### config.mk
export PLATFORM = sky130hd
export DESIGN_NAME = div_unit
export DESIGN_NICKNAME = d
export VERILOG_FILES = /design/src/rtl/div_pkg.sv /design/src/rtl/div_unit.sv
export SDC_FILE = /design/constraint.sdc
export NUM_CORES = 1
export LEC_CHECK = 0
export ABC_CLOCK_PERIOD_IN_PS = 6600
export CORE_MARGIN = 4
export CORE_UTILIZATION = 50
export CTS_BUF_LIST = sky130_fd_sc_hd__clkbuf_8
export CTS_CLUSTER_SIZE = 8
export DETAILED_ROUTE_END_ITERATION = 7
export PLACE_DENSITY_LB_ADDON = 0.2
export RECOVER_POWER = 25
export SYNTH_ARGS = -nofsm -noshare
export SYNTH_HDL_FRONTEND = slang
export SYNTH_SLANG_ARGS = --single-unit
### constraint.sdc
create_clock -name clk -period 6.6 [get_ports clk]
set_input_delay 0.66 -clock clk [delete_from_list [all_inputs] [get_ports clk]]
set_output_delay 0.66 -clock clk [all_outputs]
set_load 0.01 [all_outputs]
### src/rtl/div_pkg.sv
// div_pkg: shared types and op-field bit positions for the iterative divider
package div_pkg;

    typedef enum logic [1:0] {
        DIV_OP_DIV  = 2'b00,
        DIV_OP_DIVU = 2'b01,
        DIV_OP_REM  = 2'b10,
        DIV_OP_REMU = 2'b11
    } div_op_t;

    typedef enum logic [1:0] {
        IDLE = 2'b00,
        RUN  = 2'b01,
        DONE = 2'b10
    } div_state_t;

    // op[0] set means unsigned, op[1] set means remainder
    localparam int DIV_OP_IS_SIGNED = 0;
    localparam int DIV_OP_IS_REM    = 1;

endpackage

### src/rtl/div_unit.sv
// div_unit: iterative RV32M divider (DIV/DIVU/REM/REMU), one quotient bit per cycle
module div_unit
    import div_pkg::*;
#(
    parameter int XLEN = 32
) (
    input  logic            clk,
    input  logic            rst_n,
    input  logic            start,
    input  logic            abort,
    input  div_op_t         op,
    input  logic [XLEN-1:0] dividend,
    input  logic [XLEN-1:0] divisor,
    output logic            busy,
    output logic            done,
    output logic [XLEN-1:0] result
);

    localparam int CW = $clog2(XLEN + 1);
    localparam logic [XLEN-1:0] MIN_NEG = {1'b1, {(XLEN-1){1'b0}}};

    function automatic logic [XLEN-1:0] mag(input logic [XLEN-1:0] x, input logic sgn);
        return (sgn && x[XLEN-1]) ? -x : x;
    endfunction

    function automatic logic [XLEN-1:0] fix_sign(input logic [XLEN-1:0] x, input logic neg);
        return neg ? -x : x;
    endfunction

    div_state_t      state_q;
    logic [CW-1:0]   cnt_q, cnt_d;
    logic [XLEN-1:0] rem_q, rem_d;
    logic [XLEN-1:0] quo_q, quo_d;
    logic [XLEN-1:0] dvsr_q;
    logic [XLEN-1:0] result_q;
    logic            done_q;
    logic            is_rem_q;
    logic            neg_quo_q;
    logic            neg_rem_q;

    logic            op_signed, op_rem, div_zero, ovf, special, accept;
    logic [XLEN-1:0] special_res, run_res;
    logic [XLEN:0]   shifted, trial;

    assign op_signed   = ~op[DIV_OP_IS_SIGNED];
    assign op_rem      = op[DIV_OP_IS_REM];
    assign div_zero    = (divisor == '0);
    assign ovf         = op_signed && (dividend == MIN_NEG) && (divisor == '1);
    assign special     = div_zero || ovf;
    assign special_res = div_zero ? (op_rem ? dividend : '1) : (op_rem ? '0 : MIN_NEG);
    assign accept      = (state_q == IDLE) && start && !abort;

    // combinational stall term covers the cycle the op enters EX
    assign busy   = rst_n && (accept || (state_q == RUN));
    assign done   = done_q;
    assign result = result_q;

    // one restoring shift-subtract step plus the sign-fixed result it would produce
    always_comb begin
        shifted = {rem_q, quo_q[XLEN-1]};
        trial   = shifted - {1'b0, dvsr_q};
        rem_d   = trial[XLEN] ? shifted[XLEN-1:0] : trial[XLEN-1:0];
        quo_d   = {quo_q[XLEN-2:0], ~trial[XLEN]};
        cnt_d   = cnt_q + 1'b1;
        run_res = is_rem_q ? fix_sign(rem_d, neg_rem_q) : fix_sign(quo_d, neg_quo_q);
    end

    // control FSM with datapath registers and registered done/result
    always_ff @(posedge clk or negedge rst_n) begin
        if (!rst_n) begin
            state_q   <= IDLE;
            cnt_q     <= '0;
            rem_q     <= '0;
            quo_q     <= '0;
            dvsr_q    <= '0;
            result_q  <= '0;
            done_q    <= 1'b0;
            is_rem_q  <= 1'b0;
            neg_quo_q <= 1'b0;
            neg_rem_q <= 1'b0;
        end else begin
            done_q <= 1'b0;
            case (state_q)
                IDLE: begin
                    if (accept) begin
                        cnt_q     <= '0;
                        rem_q     <= '0;
                        quo_q     <= mag(dividend, op_signed);
                        dvsr_q    <= mag(divisor, op_signed);
                        is_rem_q  <= op_rem;
                        neg_quo_q <= op_signed && (dividend[XLEN-1] ^ divisor[XLEN-1]);
                        neg_rem_q <= op_signed && dividend[XLEN-1];
                        if (special) begin
                            state_q  <= DONE;
                            done_q   <= 1'b1;
                            result_q <= special_res;
                        end else begin
                            state_q <= RUN;
                        end
                    end
                end
                RUN: begin
                    if (abort) begin
                        state_q <= IDLE;
                    end else begin
                        rem_q <= rem_d;
                        quo_q <= quo_d;
                        cnt_q <= cnt_d;
                        if (cnt_d == CW'(XLEN)) begin
                            state_q  <= DONE;
                            done_q   <= 1'b1;
                            result_q <= run_res;
                        end
                    end
                end
                default: state_q <= IDLE;
            endcase
        end
    end

endmodule

==> After elaboration in Yosys (flattened, before gate mapping) <==
Index checks and enable logic that the tools add are counted.
{ "word_totals": {"register_bits": 140, "input_bits": 70, "output_inout_bits": 34, "word_cells": 79} }
{ "op_classes": {"n_addsub": 6, "eq_ne": 9, "mux": 33, "bitwise_logic": 3, "reduce_logical": 18} }
{ "ops": {"columns": ["operator", "n"], "rows": [
  ["$mux W32", 17],
  ["$pmux W32 S2", 3],
  ["$neg A32 Y32", 4],
  ["$eq A32 B32 Y1 const B", 2],
  ["$sub A33 B32 Y33", 1],
  ["$logic_not A32 Y1", 1],
  ["$mux W6", 2],
  ["$pmux W6 S2", 1],
  ["$logic_and A1 B1 Y1", 8],
  ["$mux W2", 4],
  ["$add A6 B1 Y6 const B", 1],
  ["$eq A6 B6 Y1 const B", 1],
  ["$ne A2 B2 Y1 const B", 3],
  ["$reduce_and A5 Y1", 1],
  ["$mux W1", 4],
  ["$pmux W2 S2", 1],
  ["$reduce_and A2 Y1", 2],
  ["$ne A3 B2 Y1 const B", 1],
  ["$reduce_and A3 Y1", 1],
  ["$eq A2 B1 Y1 const B", 1],
  ["$logic_not A2 Y1", 1],
  ["$logic_or A1 B1 Y1", 2],
  ["$ne A2 B1 Y1 const B", 1],
  ["$not A1 Y1", 2],
  ["other kinds (4)", 4]
]} }

==> Logic depth before layout (Yosys ltp) <==
Gate-level depths: netlist of the first run.
{ "logic_depth": {"depth_word": 8, "mapped_depth": 22, "mapped_depth_nobuf": 21} }

==> Worst setup path before layout of the first run <==
No wires, ideal clock.
{ "synth_timing": {"kind": "register -> register", "from": "reg rem_q[2]", "to": "reg result_q[26], in the netlist result[26]", "setup_ns": 0.082, "arrival_ns": 4.946, "t_required_ns": 6.518, "setup_slack_ns": 1.572, "stages_incl_launch_ff": 21, "n_path_buf": 2, "synth_period_minus_slack_ns": 5.028, "path_cell_list": "dfrtp_1 -> ha_1 -> clkbuf_1 -> a21oi_1 -> a21o_1 -> a2111oi_4 -> o211ai_1 -> a31oi_2 -> nor2_4 -> inv_2 -> clkbuf_1 -> ha_1 -> nand2b_1 -> or3_4 -> or3_4 -> or4_4 -> o41ai_2 -> xnor2_1 -> nor2_1 -> a311o_2 -> a31oi_1"} }
{ "synth_via": {"elab_chain_len": 8, "elab_cells_between_ends": 11, "cone_classes": "add/sub: 3; mux: 7; bitwise: 1"} }
{ "synth_lines": {"columns": ["item", "line", "text"], "rows": [
  ["from (decl)", "div_unit.sv:32", "logic [XLEN-1:0] rem_q, rem_d;"],
  ["from (signal assigned)", "div_unit.sv:106", "rem_q <= rem_d;"],
  ["$sub A33 B32 Y33", "div_unit.sv:61", "trial = shifted - {1'b0, dvsr_q};"],
  ["$mux W32 / $not A1 Y1 (equally long branches)", "div_unit.sv:62, div_unit.sv:63", null],
  ["$neg A32 Y32", "div_unit.sv:27", "return neg ? -x : x;"],
  ["$mux W32", "div_unit.sv:27", null],
  ["$mux W32 (*)", "div_unit.sv:65", "run_res = is_rem_q ? fix_sign(rem_d, neg_rem_q) : fix_sign(quo_d, neg_quo_q);"],
  ["$mux W32 (*)", "div_unit.sv:109", "if (cnt_d == CW'(XLEN)) begin"],
  ["$mux W32 (*)", "div_unit.sv:103", "if (abort) begin"],
  ["$pmux W32 S2 (*)", "div_unit.sv:83", "case (state_q)"],
  ["to (signal assigned)", "div_unit.sv:96", "result_q <= special_res;"],
  ["to (signal assigned)", "div_unit.sv:112", "result_q <= run_res;"],
  ["to (decl)", "div_unit.sv:35", "logic [XLEN-1:0] result_q;"]
]} }
Every way passes the cells marked *; elsewhere a longest branch is shown, timed or not. The select of a mux whose other input is x is not followed.
A chain may end at the register's enable or synchronous reset.

==> Final worst setup path of the first run <==
{ "layout_timing": {"from": "reg rem_q[11]", "to": "reg result_q[26], in the netlist result[26]"} }
Same word-level chain as after synthesis.

==> results of run 1 <==
flip-flops by register name, indices dropped and copies added (netlist names):
signal / cells
cnt_q: 6
done: 1
dvsr_q: 32
is_rem_q: 1
neg_quo_q: 1
neg_rem_q: 1
quo_q: 32
rem_q: 32
result: 32
state_q: 2
final cells by class:
| cell class | instances | share of cell area, % |
|---|---|---|
| multi-input cells | 1225 | 57.89 |
| flip-flops and latches | 140 | 26.20 |
| repair buffers | 113 | 8.281 |
| well taps | 313 | 2.929 |
| clock buffers | 18 | 1.853 |
| inverters | 55 | 1.544 |
| clock inverters | 14 | 1.301 |
routing by layer:
metal	global-route usage, %	part of all wire [%]	vias to the layer above
li1	-	-	5557
met1	40.85	43	5614
met2	46.66	46	627
met3	5.639	8.7	81
met4	10.00	2.8	2
met5	0	0.034	-
metrics by stage:
step                power [uW]  instance area (um^2)  worst slack, ns  hold WS [ns]  cells
finish                    6087                 13370            1.054        0.2476   1878
CTS                       5999                 13370            1.106        0.2677   1878
detailed placement        5217                 12950            1.130        0.4706   1846
global route              6501                 13370           0.7131        0.3059   1878
global placement          5183                 12950            1.336        0.4619   1846
floorplan                 4131                 11760            1.572        0.3644   1509
logic make-up (layout without fill, tap and decap cells):
group,count (synthesis),in the layout
AOI/OAI and AO/OA,504,504
and+or+nand+nor,508,508
DFF,140,140
muxes,38,38
buffers and inverters,144,200
xor gates and xnor gates,135,135
adders and majority gates,40,40
how the worst max path moves through the flow:
| stage | slack (ns) | endpoint | from |
|---|---|---|---|
| floorplan | 1.57 | result[26] | rem_q[2] |
| global placement | 1.34 | result[26] | rem_q[11] |
| detailed placement | 1.13 | result[26] | rem_q[11] |
| CTS | 1.11 | result[26] | rem_q[11] |
| global route | 0.71 | result[26] | rem_q[11] |
| finish | 1.05 | result[26] | rem_q[11] |
worst max-delay path, delay by kind of cell (launching register included):
kind	cells	cell delay [ns]
AND/OR/NAND/NOR	8	2.05
adder cells (fa/ha/maj)	2	0.72
flip-flops	1	0.44
buffers and inverters	1	0.40
XOR/XNOR	1	0.15
AO/OA/AOI/OAI	6	1.70
cells in the mapped netlist, types with 10 or more instances:
master	instances	share of area [%]
a21o_1	24	1.5
a21oi_1	121	5.1
a31oi_1	19	1.0
buf_2	12	0.51
clkbuf_1	71	2.3
dfrtp_1	140	30
ha_1	39	4.1
inv_1	53	1.7
mux2i_1	31	2.6
nand2_1	173	5.5
nand2b_1	18	0.96
nand3_1	16	0.68
nand4_1	23	1.2
nor2_1	130	4.1
nor3_1	34	1.4
nor4_1	18	0.96
o211ai_1	11	0.70
o21ai_0	178	7.6
o21ai_1	10	0.43
o22ai_1	12	0.64
o31ai_1	31	2.0
or3_1	28	1.5
or4_1	14	0.89
xnor2_1	71	5.3
xor2_1	64	4.8
report_power, final:
part           internal (uW)  switching (uW)
registers               1040             279
clock network            361             409
logic                   1450            2540
==> flow_summary.yaml, run 1 <==
outcome:
  status: "complete, no violations"
synthesis:
  synth-compound-area-share_pct: 26.80
  async_flop_share_pct: 100.0
  synth_fa_ha_area_share_pct: 4.319
  syn_area_um2: 11760
  synth-main-ff-cell: "dfrtp_1"
  synth_mux_area_share_pct: 3.309
  yosysUniqueCellTypes: 85
  synth-xor-area-share_pct: 10.05
  synth-seq-cells: 140
  syn_nets: 1619
  yosysWarnings: 0
  ys_seq_area_share_pct: 29.79
  synth_top_family_by_area: "compound AO/OA/AOI/OAI gates"
  synth_simple_gate_area_share_pct: 21.01
  synthCells: 1509
  synth-edff-count: 0
  syn_area_per_cell_um2: 7.794
detailed_routing:
  drc_errors: 0
  ant_nets: 0
  vias: 11880
  drt_iter0_drc: 1384
  viasPerCell: 6.326
  dr.pass1.iters: 6
  routed_wl_um: 38650
  avgRoutedWirePerCell_um: 20.58
global_routing:
  grt_remaining_overflow: 0
  grt_use_total_pct: 29.55
  grt_max_degree: 84
  grt_pass1_wl_um: 61980
  grt_pass1_vias: 11190
  antenna_found_initial: 1
clock_tree:
  insertion_delay_ns: 0.48
  holdBufCountCts: 0
  cts_setup_buffers: 0
  tritoncts: "done"
  cts_buffer_depth: 2
  clkTransAtPathRegs_ns: 0.09
  cts_resized: 0
  cts_inserted_buffers: 17
  h-tree-depth: 4
  cts_root_buf: "clkbuf_8"
  cts.sinks: 140
layout:
  multiInputGateArea_um2: 7741
  diodes: 0
  final_common_cell: "o21ai_0"
  layout.nets: 1662
  final_cell_mix: "o21ai_0, nand2_1, dfrtp_1"
  drive_gt1_share_pct: 5.815
  nFillCells: 2119
  utilization_pct: 58.35
  ff_latch_area_um2: 3503
  area_delta_synth_final_pct: 13.69
setup_path:
  cp-end-kind: "flip-flop"
  slowest_stage: "or4_4"
  crit_chain: "ha_1, and3_1, nand2_1, a2111oi_4, o211ai_1, a31oi_2, nor2_4, inv_2, ha_1, nand2b_1, or3_4, or3_4, or4_4, o41ai_2, xnor2_1, nor2_1, a311o_2, a31oi_1"
  required_ns: 7.00
  slowest_delay_ns: 0.48
  ff2ff_path_depth: 18
  rrSetupSlack_ns: 1.05
  cp-start-kind: "flip-flop"
  rr_startpoint: "rem_q[11]"
  path_max_fanout: 27
  reg2reg_to: "result[26]"
  cp_data_arrival_time_ns: 5.95
  crit_type: "flip-flop to flip-flop"
power_and_ir_drop:
  power.leakage_uw: 0.005449
  ir_worst_vdd_mv: 0.2512
  power.density_nw_per_um2: 455.2
sta:
  slew_viol_final: 0
  rsz0062_at_grt: "false"
  hold_violations: 0
  maxSlewHeadroom_pct: 16.39
  worst_pin_slew_ns: 1.252
  fin_crit_ns: 5.546
  timing.fmax_ghz: 0.1803
  setup_tns_ns: 0
  period_share_pct: 84.03
  fin_worst_skew_ns: 0.02116
  setup_viol_count_final: 0
placement:
  dp_hpwl_um: 28580
  globalplace.congestion: 0.9721
  portBuffers: 103
die:
  core_area_um2: 22920
  num_io_pins: 104
  die_y_um: 161.4
  dieArea_um2: 26040
  initial_core_util_pct: 51.32
  die_w_um: 161.4
  rows: 55
run:
  drv_cap: 0
worst_hold_path:
  min_path_type: "primary input to async pin"
(Power assumes the default switching activity.)
==> run 2: changes to the inputs <==
--- a/config.mk
+++ b/config.mk
@@ -5,7 +5,7 @@
 export SDC_FILE = /design/constraint.sdc
 export NUM_CORES = 1
 export LEC_CHECK = 0
-export ABC_CLOCK_PERIOD_IN_PS = 6600
+export ABC_CLOCK_PERIOD_IN_PS = 5400
 export CORE_MARGIN = 4
 export CORE_UTILIZATION = 50
 export CTS_BUF_LIST = sky130_fd_sc_hd__clkbuf_8
==> constraint.sdc (replaced) <==
create_clock -name clk -period 5.4 [get_ports clk]
set_input_delay 0.54 -clock clk [delete_from_list [all_inputs] [get_ports clk]]
set_output_delay 0.54 -clock clk [all_outputs]
set_load 0.01 [all_outputs]
==> run 2 against run 1 <==
The run now ends with max-capacitance violations, max-slew violations left. Final cell count grew 0.64%. First-iteration DRC count shrank 12%. Global-route usage shrank 0.73 points. Power grew 22%. Routed wire length shrank 1.3%. Cell area grew 0.68%. Register-to-register slack lost 0.73 ns. Clock power grew 25%. Critical path depth is the same. Clock skew shrank 0.0011 ns. Utilization grew 0.40 points.
==> flow_summary.yaml, run 2 (synthesized netlist as in run 1, its figures left out) <==
outcome:
  status: "complete, but fails checks"
  violations: "max-capacitance violations, max-slew violations"
setup_path:
  rr_startpoint: "rem_q[11]"
  cpLargestDelayFamily: "simple AND/OR/NAND/NOR gates"
  cp-end-kind: "flip-flop"
  slowest_stage: "or4_4"
  ff2ff_path_depth: 18
  rrSetupSlack_ns: 0.32
  required_ns: 5.80
  path_max_fanout: 12
  cp-start-kind: "flip-flop"
  crit_chain: "ha_1, and3_2, nand2_1, a2111oi_4, o211ai_1, a31oi_2, nor2_4, inv_2, ha_1, nand2b_1, or3_4, or3_4, or4_4, o41ai_2, xnor2_1, nor2_1, a311o_2, a31oi_1"
  reg2reg_to: "result[26]"
  cp_data_arrival_time_ns: 5.48
  slowest_delay_ns: 0.48
  crit_type: "flip-flop to flip-flop"
  critical_path_buf_inv_count: 1
run:
  drv_cap: 1
global_routing:
  grt_max_degree: 69
  antenna_found_initial: 0
  grt_pass1_vias: 10910
  grt_pass1_wl_um: 60780
  grt_remaining_overflow: 0
  grt_use_total_pct: 28.81
worst_hold_path:
  min_path_type: "flip-flop to flip-flop"
  worstHoldEndpoint: "dvsr_q[27]"
  min_path_cells: 2
  hp-start: "dvsr_q[27]"
sta:
  maxSlewHeadroom_pct: -47.56
  hold_violations: 0
  rsz0062_at_grt: "false"
  setup_tns_ns: 0
  fin_worst_skew_ns: 0.02007
  slew_viol_final: 37
  period_share_pct: 94.07
  worst_pin_slew_ns: 2.213
  timing.fmax_ghz: 0.1969
  setup_viol_count_final: 0
  fin_crit_ns: 5.080
detailed_routing:
  avgRoutedWirePerCell_um: 20.19
  drc_errors: 0
  dr.pass1.iters: 5
  drt_iter0_drc: 1212
  viasPerCell: 6.224
  routed_wl_um: 38170
  vias: 11760
  ant_nets: 0
clock_tree:
  cts_buffer_depth: 2
  cts_root_buf: "clkbuf_8"
  h-tree-depth: 4
  insertion_delay_ns: 0.48
  cts.sinks: 140
  cts_inserted_buffers: 17
  clkTransAtPathRegs_ns: 0.09
  tritoncts: "done"
placement:
  place_area_um2: 13030
  place_inst: 1857
  globalplace.congestion: 0.9258
  dp_hpwl_um: 28720
  portBuffers: 103
layout:
  diodes: 0
  area_delta_synth_final_pct: 14.47
  final_common_cell: "o21ai_0"
  final_cell_mix: "o21ai_0, nand2_1, dfrtp_1"
  instances_no_fill: 1890
  finalInstanceArea_um2: 13460
  layout.nets: 1674
  drive_gt1_share_pct: 6.468
die:
  num_io_pins: 104
  core_area_um2: 22920
  dieArea_um2: 26040
  die_y_um: 161.4
  die_w_um: 161.4
  rows: 55
  initial_core_util_pct: 51.32
power_and_ir_drop:
  intPower_uw: 3562
  clkPwrFrac_pct: 12.9
  p_sw_share_pct: 52.12
  ir_worst_vdd_mv: 0.2366
  power.leakage_uw: 0.005493
  p_sw_uw: 3876
  power.density_nw_per_um2: 552.5
  p_seq_share_pct: 21.6
  p_comb_share_pct: 65.5
## run 2: final cells by class
class / instances / area (um^2)
fillers: 2143 / 9453
multi-input cells: 1225 / 7742
flip-flops and latches: 140 / 3503
repair buffers: 125 / 1190
well taps: 313 / 391.6
clock buffers: 18 / 247.7
inverters: 55 / 206.4
clock inverters: 14 / 181.4
## run 2: layer usage
metal | wire length [um] | GRT usage, % | vias up
met5 | 0 | 0 | -
met4 | 959 | 7.716 | 0
met3 | 2985 | 4.695 | 69
met2 | 17360 | 45.43 | 506
met1 | 16860 | 41.22 | 5601
li1 | - | - | 5588
## run 2: timing repair
action / 4_1_cts / 5_1_grt
hold buffers: 1 / 0
buffers inserted: 0 / 0
hold endpoints to repair: 33 / 0
endpoints found under the setup margin: 0 / 1
gates resized for setup: 0 / 1
## run 2: stage by stage
stage | power, uW | util, % | worst slack [ns] | hold WS, ns
6_report | 7438 | 58.75 | 0.3203 | 0.4852
5_1_grt | 7954 | 58.75 | 0.03647 | 0.5045
4_1_cts | 7345 | 58.79 | 0.2823 | 0.4911
3_5_place_dp | 6370 | 56.87 | 0.3114 | 0.4699
3_3_place_gp | 6330 | 56.87 | 0.4345 | 0.4612
2_1_floorplan | 5049 | - | 0.3717 | 0.2444
## run 2: worst max-delay path by stage
stage / from / endpoint / slack, ns / depth (start not counted)
6_report: rem_q[11] / result[26] / 0.32 / 18
2_1_floorplan: rem_q[2] / result[26] / 0.37 / 20
4_1_cts: rem_q[11] / result[26] / 0.28 / 18
3_5_place_dp: rem_q[11] / result[26] / 0.31 / 18
3_3_place_gp: rem_q[11] / result[26] / 0.43 / 18
5_1_grt: rem_q[11] / result[26] / 0.04 / 18
## run 2: worst min-delay path: cells and delay by family (launching register included)
family,cells,cell delay (ns)
flops,1,0.35
compound gates,1,0.06
simple gates,1,0.05
## run 2: power groups by stage
stage / Combinational [uW] / Sequential, uW / Clock, uW
3_5_place_dp: 4760 / 1610 / 0
4_1_cts: 4790 / 1590 / 966
5_1_grt: 5300 / 1640 / 1010
2_1_floorplan: 3550 / 1490 / 0
3_3_place_gp: 4730 / 1600 / 0
6_report: 4870 / 1600 / 960
==> run 3: changes to the inputs <==
--- a/config.mk
+++ b/config.mk
@@ -6,9 +6,10 @@
 export NUM_CORES = 1
 export LEC_CHECK = 0
 export ABC_CLOCK_PERIOD_IN_PS = 5400
+export CORE_ASPECT_RATIO = 0.7
 export CORE_MARGIN = 4
 export CORE_UTILIZATION = 50
-export CTS_BUF_LIST = sky130_fd_sc_hd__clkbuf_8
+export CTS_BUF_LIST = sky130_fd_sc_hd__clkbuf_16
 export CTS_CLUSTER_SIZE = 8
 export DETAILED_ROUTE_END_ITERATION = 7
 export PLACE_DENSITY_LB_ADDON = 0.2
==> run 3 against run 2 <==
Largest cell class unchanged. Clock power is 31% higher. Sequential power hardly changed. Critical path depth stayed put. Via count is 1.8% higher. Routed wire length is 5.6% higher. The flow still finishes with violations (max-capacitance violations, max-slew violations). Cell area is 1.4% higher. Flip-flop and latch count stayed put.
==> flow_summary.yaml, run 3 (synthesized netlist as in run 1, its figures left out) <==
outcome:
  status: "complete, but fails checks"
  violations: "max-capacitance violations, max-slew violations"
die:
  core_area_um2: 22910
  initial_core_util_pct: 51.34
  die_w_um: 191.3
  dieArea_um2: 26080
  rows: 46
  die_y_um: 136.3
  num_io_pins: 104
layout:
  area_delta_synth_final_pct: 16.11
  ff_latch_area_um2: 3503
  drive_gt1_share_pct: 6.329
  finalInstanceArea_um2: 13660
  multiInputGateArea_um2: 7742
  final_common_cell: "o21ai_0"
  layout.nets: 1677
  final_cell_mix: "o21ai_0, nand2_1, dfrtp_1"
  nFillCells: 2119
  diodes: 0
  utilization_pct: 59.61
detailed_routing:
  avgRoutedWirePerCell_um: 21.31
  ant_nets: 0
  dr.pass1.iters: 5
  viasPerCell: 6.330
  drc_errors: 0
  vias: 11980
  drt_iter0_drc: 1393
  routed_wl_um: 40310
placement:
  place_area_um2: 13050
  dp_hpwl_um: 30530
  portBuffers: 103
  globalplace.congestion: 0.9663
sta:
  worst_pin_slew_ns: 2.084
  setup_tns_ns: 0
  setup_viol_count_final: 0
  fin_worst_skew_ns: 0.01309
  maxSlewHeadroom_pct: -38.95
  slew_viol_final: 37
  hold_violations: 0
  timing.fmax_ghz: 0.1982
  rsz0062_at_grt: "false"
  fin_crit_ns: 5.046
  period_share_pct: 93.44
setup_path:
  rrSetupSlack_ns: 0.35
  crit_type: "flip-flop to flip-flop"
  cp_data_arrival_time_ns: 5.42
  cp-start-kind: "flip-flop"
  reg2reg_to: "result[26]"
  ff2ff_path_depth: 18
  cp-end-kind: "flip-flop"
  required_ns: 5.77
  rr_startpoint: "rem_q[4]"
  path_max_fanout: 12
global_routing:
  antenna_found_initial: 0
  grt_remaining_overflow: 0
  grt_pass1_wl_um: 62450
  grt_use_total_pct: 30.73
  grt_max_degree: 65
  grt_pass1_vias: 10810
power_and_ir_drop:
  power.density_nw_per_um2: 574.3
  power.leakage_uw: 0.005587
  ir_worst_vdd_mv: 0.4010
clock_tree:
  clkTransAtPathRegs_ns: 0.07
  cts_inserted_buffers: 17
  cts_root_buf: "clkbuf_16"
  tritoncts: "done"
  insertion_delay_ns: 0.45
  h-tree-depth: 4
  cts_buffer_depth: 2
  cts.sinks: 140
  cts_setup_buffers: 0
run:
  drv_cap: 1
worst_hold_path:
  min_path_type: "flip-flop to flip-flop"
  hp-start: "dvsr_q[13]"
  worstHoldEndpoint: "dvsr_q[13]"
  min_path_cells: 2
-- run 3: cell count changes in the layout (fill, tap and decap cells not counted), sizes merged --
cell / before / now
bufinv: 3 / 4
inv: 60 / 55
clkinv: 3 / 9
clkinvlp: 3 / 2
buf: 20 / 22
-- run 3: per-layer routing --
metal | GRT usage [%] | share of wire [%] | vias up
met5 | 0 | 0 | -
met4 | 7.177 | 1.6 | 0
met3 | 8.778 | 11 | 59
met2 | 42.05 | 41 | 647
met1 | 47.37 | 47 | 5659
li1 | - | - | 5611
-- run 3: worst max-delay path by stage --
stage                            end  slack, ns  cells past startpoint      start
after detailed placement  result[26]       0.39                     18  rem_q[11]
after global placement    result[26]       0.53                     18  rem_q[11]
after CTS                 result[26]       0.37                     18  rem_q[11]
final                     result[26]       0.35                     18   rem_q[4]
after global routing      result[30]       0.04                     17   rem_q[4]
after floorplan           result[26]       0.37                     20   rem_q[2]
-- run 3: worst max-delay path, stage by stage (launching register included) --
cell       delay [ns]
dfrtp_1          0.41
ha_1             0.56
nand4_1          0.19
a21o_1           0.23
a2111oi_4        0.47
o211ai_1         0.19
a31oi_2          0.29
nor2_4           0.07
inv_2            0.07
ha_1             0.14
nand2b_1         0.17
or3_4            0.41
or3_4            0.35
or4_4            0.48
o41ai_2          0.27
xnor2_1          0.16
nor2_1           0.06
a311o_2          0.30
a31oi_1          0.14
-- run 3: stage by stage --
stage	total power, uW	hold WS, ns	setup WS (ns)	std cells
2_1_floorplan	5049	0.2444	0.3717	1509
3_3_place_gp	6382	0.4564	0.5255	1859
3_5_place_dp	6423	0.4611	0.3880	1859
4_1_cts	7696	0.4830	0.3735	1892
5_1_grt	8329	0.4999	0.04267	1892
6_report	7842	0.4763	0.3544	1892
-- run 3: cell type report --
cell class | count | area share, %
timing repair buffer | 128 | 8.851
sequential | 140 | 25.66
tap | 312 | 2.859
clock buffer | 17 | 3.115
multi-input combinational | 1225 | 56.70
clock inverter | 15 | 1.310
inverter | 55 | 1.512
-- run 3: timing repair --
item,4_1_cts,5_1_grt
hold endpoints to repair,10,0
endpoints found under the setup margin,0,1
resized for setup,0,1
hold buffers,1,0
-- run 3: power breakdown --
part           internal, uW  switching (uW)  leakage (uW)
sequential             1280             342       0.00184
combinational          1830            3130       0.00346
clock                   763             496      0.000292
==> patch (flow settings as in run 3) <==
Change the parameter `XLEN` from 32 to 64.
--- a/src/rtl/div_unit.sv
+++ b/src/rtl/div_unit.sv
@@ -3,5 +3,5 @@
     import div_pkg::*;
 #(
-    parameter int XLEN = 32
+    parameter int XLEN = 64
 ) (
     input  logic            clk,
Ports: changed (resized dividend, divisor and result); port bits go from 104 to 200. No check against the original RTL was run, so the function may have changed too.
==> patch against run 3 <==
  * The run still ends with capacitance limit, slew limit left
  * Synthesized area up 110%
  * Setup slack worse by 0.21 ns
  * Core utilization up 2.6 points
  * Design area up 120%
  * Total power rose to 2.7 times the old value
  * Worst hold slack got worse by 0.0096 ns
  * Global-route usage rose by 6.5 points
  * Routed wire length rose to 2.6 times the old value
  * Count of clock-buffer cells in the layout grew 22
  * Combinational power rose to 3.1 times the old value
  * Clock power increased by 81%
  * Sequential cell count rose by 129
  * Largest cell class unchanged
  * Largest power group unchanged
==> patch: results (changes against run 3) <==
metric;value;unit;change
outcome;finished with violations;;
violations;capacitance limit, slew limit;;
drive_gt1_share;12.4;%;+6.1 points
grt_pass1_wl;156;mm;+150%
clock_latency;0.56;ns;+0.11 ns
max-slew-margin-rel;-49.3;%;-10 points
grt_max_degree;133;;+100%
ys_types;110;;+29%
drv_slew;81;;+120%
cap_violations;2;;+1
swShare;53.3;%;+2.7 points
reg2reg_depth;23;;+5
numCtsBuffers;39;;+22
htree_levels;2;;-2
power_frac_comb;73.3;%;+10 points
grt_antenna_before_repair;2;;+2
drt_iter0_drc;3650;;+160%
cp_slowest_cell;or4_4;;
crit_cells;23;;+5
port_buffers;199;;+93%
p_seq;0.00329;W;+100%
use_met2;54.0;%;+12 points
ir_drop;0.000778;V;+94%
post_cts_buffers;2;;+2
wl;103;mm;+160%
grt_pass1_vias;26000;;+140%
drt_pass1_iterations;6;;+1
ctsResizeCount;2;;+2
critPathMaxFanout;7;;-5
critPathMaxStageDelay;0.51;ns;-0.05 ns
wl_met2;42.9;mm;+160%
clockBufferDepth;3;;+1
wl_met1;44.9;mm;+140%
nNetsFinal;3783;;+130%
crit_arrival;5.68;ns;+0.26 ns
fill_cells;4433;;+110%
globalplace.congestion;1.00;;+3.5%
dp_hpwl;80.5;mm;+160%
synth_common_cells;432 x nand2_1, 414 x o21ai_0, 276 x a21oi_1;;
==> patch: cell types whose count changed in the layout (fill, tap and decap cells not counted), sizes merged, moves of 40 or more <==
cell and change:
nor3 +48, clkdlybuf4s50 +96, nand4 +44, xor2 +42
nor2 +142, xnor2 +87, buf +217, inv +53
o21ai +244, nand2 +259, a21oi +165, o31ai +40
dfrtp +129
==> patch: layout make-up <==
cell class	instances	area [um2]	share of cell area, %
Tap cell	655	820	2.72
Multi-Input combinational cell	2724	17300	57.4
Sequential cell	269	6740	22.4
Antenna cell	2	5.00	0.0166
Clock inverter	7	51.3	0.170
Inverter	103	389	1.29
Clock buffer	39	976	3.24
Timing Repair Buffer	440	3850	12.8
==> patch: stage by stage <==
step | area, um2 | util (%) | std cells | setup slack (ns) | TNS, ns
finish | 30100 | 62.3 | 4239 | 0.146 | 0
floorplan | 24900 | - | 3296 | -0.317 | -0.926
global route | 30100 | 62.3 | 4237 | -0.0864 | -0.338
detailed placement | 28600 | 59.2 | 4176 | -0.0738 | -0.140
global placement | 28600 | 59.2 | 4176 | 0.116 | 0
CTS | 29700 | 61.4 | 4225 | 0.0226 | 0
==> patch: cell families after synthesis <==
group,after synthesis,share of synthesized area (%)
DFF,269,27.2
and+or+nand+nor,1181,23.0
adders and majority gates,72,3.67
xor gates and xnor gates,264,9.35
buffers and inverters,303,4.97
AOI/OAI and AO/OA,1132,28.6
muxes,75,3.12
==> patch: final timing paths <==
path | endpoint | from
setup reg to reg | result[58] | dvsr_q[51]
hold reg to reg | result[6] | result[6]
setup / recovery | result[58] | dvsr_q[51]
hold / removal | result[6] | result[6]
max in group asynchronous | dvsr_q[33] | rst_n
min in group asynchronous | dvsr_q[39] | rst_n
